<file path="config.mk">
export PLATFORM = sky130hd
export DESIGN_NAME = pipelined_cla_adder
export DESIGN_NICKNAME = d
export VERILOG_FILES = /design/src/rtl/pipelined_cla_adder.sv
export SDC_FILE = /design/constraint.sdc
export NUM_CORES = 1
export LEC_CHECK = 0
export BUFFER_PORTS_ARGS = -buffer_cell sky130_fd_sc_hd__buf_2
export CAP_MARGIN = 10
export CORE_ASPECT_RATIO = 0.6
export CORE_MARGIN = 5
export CORE_UTILIZATION = 45
export CTS_BUF_LIST = sky130_fd_sc_hd__clkbuf_4 sky130_fd_sc_hd__clkbuf_8
export CTS_CLUSTER_SIZE = 28
export DETAILED_ROUTE_END_ITERATION = 6
export PLACE_DENSITY = 0.64
export SLEW_MARGIN = 10
export SYNTH_ARGS = -nofsm -noshare
export SYNTH_HDL_FRONTEND = slang
export SYNTH_SLANG_ARGS = --single-unit
</file>
<file path="constraint.sdc">
create_clock -name clk -period 8.3 [get_ports clk]
set_input_delay 0.83 -clock clk [delete_from_list [all_inputs] [get_ports clk]]
set_output_delay 0.83 -clock clk [all_outputs]
set_load 0.005 [all_outputs]
</file>
<file path="src/rtl/pipelined_cla_adder.sv">
// pipelined_cla_adder: parametrised pipelined carry-lookahead adder/subtractor
// Ports:
//   clk, rst            clock (rising edge), asynchronous active-high reset
//   in_valid, in_ready  input handshake; in_ready is the global pipeline enable
//   a, b, cin, sub      operands; sub=1 computes a-b (cin ignored)
//   out_valid, out_ready output handshake
//   s, cout, ovf        sum mod 2^WIDTH, carry out of MSB, signed overflow
module pipelined_cla_adder #(
    parameter int WIDTH = 32,
    parameter int STAGES = 2,
    parameter int BLOCK = 4
) (
    input  logic             clk,
    input  logic             rst,
    input  logic             in_valid,
    output logic             in_ready,
    input  logic [WIDTH-1:0] a,
    input  logic [WIDTH-1:0] b,
    input  logic             cin,
    input  logic             sub,
    output logic             out_valid,
    input  logic             out_ready,
    output logic [WIDTH-1:0] s,
    output logic             cout,
    output logic             ovf
);
    localparam int SEG = WIDTH / STAGES;
    localparam int NG = SEG / BLOCK;

    // One segment: group generate/propagate, lookahead across groups,
    // then bit carries inside each group from its group carry-in.
    function automatic logic [SEG:0] cla(input logic [SEG-1:0] x, input logic [SEG-1:0] y, input logic ci);
        logic [SEG-1:0] g, p;
        logic [SEG:0] c;
        logic [NG-1:0] gg, gp;
        g = x & y;
        p = x ^ y;
        c = '0;
        for (int j = 0; j < NG; j++) begin
            gg[j] = 1'b0;
            gp[j] = 1'b1;
            for (int i = 0; i < BLOCK; i++) begin
                gg[j] = g[j*BLOCK+i] | (p[j*BLOCK+i] & gg[j]);
                gp[j] = gp[j] & p[j*BLOCK+i];
            end
        end
        c[0] = ci;
        for (int j = 0; j < NG; j++)
            c[(j+1)*BLOCK] = gg[j] | (gp[j] & c[j*BLOCK]);
        for (int j = 0; j < NG; j++)
            for (int i = 1; i < BLOCK; i++)
                c[j*BLOCK+i] = g[j*BLOCK+i-1] | (p[j*BLOCK+i-1] & c[j*BLOCK+i-1]);
        return {c[SEG], p ^ c[SEG-1:0]};
    endfunction

    logic en;
    logic ovf_q;

    assign en = !out_valid | out_ready;
    assign in_ready = en;

    genvar k;
    for (k = 0; k < STAGES; k++) begin : st
        localparam int LO = k * SEG;
        logic vi, ci, vq, cq;
        logic [WIDTH-LO-1:0] xin, yin;
        logic [SEG:0] r;
        logic [LO+SEG-1:0] sum_d, lo_q;
        if (k == 0) begin : first
            assign vi = in_valid;
            assign ci = sub | cin;
            assign xin = a;
            assign yin = b ^ {WIDTH{sub}};
            assign sum_d = r[SEG-1:0];
        end else begin : next
            assign vi = st[k-1].vq;
            assign ci = st[k-1].cq;
            assign xin = st[k-1].up.xq;
            assign yin = st[k-1].up.yq;
            assign sum_d = {r[SEG-1:0], st[k-1].lo_q};
        end
        assign r = cla(xin[SEG-1:0], yin[SEG-1:0], ci);
        always_ff @(posedge clk or posedge rst) begin
            if (rst) begin
                vq <= 1'b0;
                cq <= 1'b0;
                lo_q <= '0;
            end else if (en) begin
                vq <= vi;
                cq <= r[SEG];
                lo_q <= sum_d;
            end
        end
        // Operand bits not yet consumed ride along to later stages.
        if (k < STAGES - 1) begin : up
            logic [WIDTH-LO-SEG-1:0] xq, yq;
            always_ff @(posedge clk or posedge rst) begin
                if (rst) begin
                    xq <= '0;
                    yq <= '0;
                end else if (en) begin
                    xq <= xin[WIDTH-LO-1:SEG];
                    yq <= yin[WIDTH-LO-1:SEG];
                end
            end
        end
    end

    // Carry into the MSB is recovered as sum ^ a ^ b at that bit.
    always_ff @(posedge clk or posedge rst) begin
        if (rst)
            ovf_q <= 1'b0;
        else if (en)
            ovf_q <= st[STAGES-1].r[SEG] ^ st[STAGES-1].r[SEG-1] ^ st[STAGES-1].xin[SEG-1] ^ st[STAGES-1].yin[SEG-1];
    end

    assign out_valid = st[STAGES-1].vq;
    assign s = st[STAGES-1].lo_q;
    assign cout = st[STAGES-1].cq;
    assign ovf = ovf_q;
endmodule

</file>
==> out/qor.json <==
{
  "slowest_cp_cell": "buf_2",
  "worst-slew-pin-transition_ns": 1.06,
  "critical_path.startpoint_type": "input port",
  "part_of_the_power_in_registers": 0.453,
  "grt_max_degree": 89,
  "timing.reg2reg.setup_slack_ns": 4.56,
  "cpPeakStageDelay_ns": 0.75,
  "firstDrtPassIters": 4,
  "fmaxAchievable_ghz": 0.222,
  "fp_rows": 29,
  "hold_crit_start": "s[8]$_DFFE_PP0P_",
  "ys_warnings": 0,
  "finalSetupViolCount": 0,
  "fin_setup_tns_ns": 0,
  "drc": 0,
  "route.detailed.vias_per_inst": 4.74,
  "insertedDiodeCount": 0,
  "post-cts-setup-buffers": 0,
  "critPathMostFrequentCell": "fa_1",
  "timing.clock.skew_ns": 0.00754,
  "hold_class": "reg2reg",
  "die_area_sq_mm": 0.0128,
  "via_count_of_the_first_global_routing_pass": 3580,
  "worst_r2r_path_depth": 13,
  "mostFrequentLayoutCell": "nand2_1",
  "report.final.hold_viol_count": 0,
  "cts_tree": "built",
  "timing.final.crit_period_ns": 4.50,
  "syn_to_final_growth_pct": 17.6,
  "synth.cell_area_sq_mm": 0.00477,
  "place.gp.congestion": 0.853,
  "design.portCount": 106,
  "reg2reg_to": "ovf$_DFFE_PP0P_",
  "p_clk_frac": 0.221,
  "pwr_density_cell_mw_per_mm2": 239,
  "final_cell_mix": "nand2_1, buf_2, dfrtp_1",
  "initial_core_util": 0.457,
  "final_core_util": 0.537,
  "total_leakage_power_nw": 2.91,
  "grt_first_pass_wirelength_mm": 17.2,
  "vias": 3543,
  "routed_wire_length_per_instance_um": 13.7,
  "intPower_mw": 0.874,
  "route.antenna.remaining_nets": 0,
  "finalHoldWorstSlack_ns": 0.463,
  "worstSkewPairLatency_ns": 0.36,
  "layoutNonFillerInstCount": 747,
  "timing_max_transition_violations_final": 0,
  "routed_wl_mm": 10.3,
  "tritoncts.num_buffers": 9,
  "dpl_ws_ns": 3.38,
  "numPortBuffers": 105,
  "fp.dieW_um": 143,
  "crit_type": "in2reg",
  "drt_iter0_markers": 195,
  "synthCells": 506,
  "holdPathEnd": "s[8]$_DFFE_PP0P_",
  "leftover_overflow_at_the_end_of_global_routing": 0,
  "rsz0062_at_grt": "false",
  "drive_gt1_frac": 0.209,
  "antenna_found_initial": 0,
  "synth_seq_area_share": 0.446,
  "timing.critical_path.required_ns": 8.51,
  "synth.ff_latch_count": 85,
  "count_of_max_cap_constraint_violations": 0,
  "cts.path.max_buffers": 2,
  "timing.final.crit_share": 0.542,
  "ir_drop_mv": 0.141,
  "syn_avg_cell_area_sq_um": 9.43,
  "cp_data_arrival_time_ns": 4.71,
  "number_of_hold_buffers_added_after_cts": 0,
  "finalInstanceArea_sq_mm": 0.00561,
  "post-route-worst-setup-slack_ns": 3.80,
  "clkSinkCount": 85,
  "core_area_sq_mm": 0.0105,
  "finish.net_count": 729,
  "cts.repair.resized": 0,
  "clock_tree_root_buffer_cell": "clkbuf_8",
  "whs_path_depth": 2,
  "reg2reg_from": "st[0].up.xq[0]$_DFFE_PP0P_",
  "clock_pin_transition_on_the_worst_setup_and_hold_timing_paths_ns": 0.09,
  "floorplan.die.height_um": 89.8,
  "grt.total_usage": 0.167,
  "dpl-instance-area_sq_mm": 0.00541,
  "combinationalPowerShare": 0.326,
  "worst_slew_margin_rel": 0.291,
  "power_switching_share": 0.349,
  "post_layout_total_power_mw": 1.34,
  "synth.distinct_cells": 35,
  "timing.critical_path.to_type": "flop",
  "dp_hpwl_mm": 7.56,
  "synth_fp_nets": 632,
  "dpl.cell_count": 731,
  "outcome": "complete, no violations",
  "critPathMaxFanout": 34,
  "worstPathCellList": "buf_2 > xor2_1 > ha_1 > o21a_1 > o211ai_1 > and3b_1 > o21ai_1 > nor2_1 > or3_1 > fa_1 > fa_1 > fa_1 > xor2_1 > a21oi_1",
  "power_dissipated_by_switching_net_loads_mw": 0.468,
  "h-tree-depth": 3
}
==> flip-flops by register name (all words and copies together), names as in the netlist <==
| name | flops |
|---|---|
| ovf | 1 |
| st.up.xq | 16 |
| st.cq | 1 |
| st.up.yq | 16 |
| cout | 1 |
| st.lo_q | 16 |
| out_valid | 1 |
| st.vq | 1 |
| s | 32 |
==> layout make-up <==
cell class,count,area [sq um]
clock buffers,9,124
clock inverters,7,75.1
fillers,994,4840
inverters,31,118
multi-input cells,368,2450
flip-flops and latches,85,2130
well taps,139,174
repair buffers,108,548
==> logic make-up after synthesis <==
group,share of synthesized area
buffers and inverters,0.0433
xor gates and xnor gates,0.0771
AOI/OAI and AO/OA,0.0847
and+or+nand+nor,0.165
DFF,0.446
adders and majority gates,0.185
==> Yosys cell counts <==
master	number	area, sq um
a2111oi_0	1	8.76
a211o_1	1	8.76
a211oi_1	2	15.0
a21o_1	6	45.0
a21oi_1	25	125
a311oi_1	1	8.76
a41oi_1	1	8.76
and3b_1	1	8.76
buf_1	3	11.3
buf_2	3	15.0
buf_4	1	7.51
clkbuf_1	15	56.3
dfrtp_1	85	2130
fa_1	24	480
ha_1	32	400
inv_1	30	113
inv_2	1	3.75
nand2_1	156	586
nand2b_1	2	12.5
nand3_1	4	20.0
nand4_1	3	18.8
nor2_1	27	101
nor2b_1	1	6.26
nor3_1	1	5.00
nor3b_1	1	7.51
o211ai_1	2	15.0
o21a_1	1	7.51
o21ai_0	28	140
o21ai_1	1	5.00
o21bai_1	1	7.51
o22a_1	1	8.76
or3_1	2	12.5
or4_1	1	7.51
xnor2_1	19	166
xor2_1	23	201
==> metal layers <==
metal	routed length, um	up-vias	GRT usage
li1	-	1808	-
met1	5010	1653	0.242
met2	4620	74	0.250
met3	559	8	0.0504
met4	70	0	0.0356
met5	0	-	0
==> how the worst max path moves through the flow <==
stage / from / to / slack (ns)
global route: sub / st[0].lo_q[15]$_DFFE_PP0P_ / 3.53
global placement: sub / st[0].lo_q[15]$_DFFE_PP0P_ / 3.47
finish: sub / st[0].lo_q[15]$_DFFE_PP0P_ / 3.80
detailed placement: sub / st[0].lo_q[15]$_DFFE_PP0P_ / 3.38
CTS: sub / st[0].lo_q[15]$_DFFE_PP0P_ / 3.77
floorplan: sub / st[0].lo_q[15]$_DFFE_PP0P_ / 4.15
==> power groups by stage <==
stage	Combinational (mW)	Clock, mW	Sequential (mW)
global placement	0.432	0	0.612
floorplan	0.272	0	0.612
detailed placement	0.443	0	0.617
CTS	0.447	0.308	0.609
finish	0.437	0.297	0.608
global route	0.511	0.324	0.626
==> worst max-delay path, delay by kind of cell <==
family / cells / cell delay [ns]
simple gates: 3 / 0.68
buf+inv: 1 / 0.75
xor+xnor: 2 / 0.33
compound gates: 4 / 0.53
fa+ha+maj: 4 / 1.59
No activity file was read; power rests on OpenSTA's default activity.
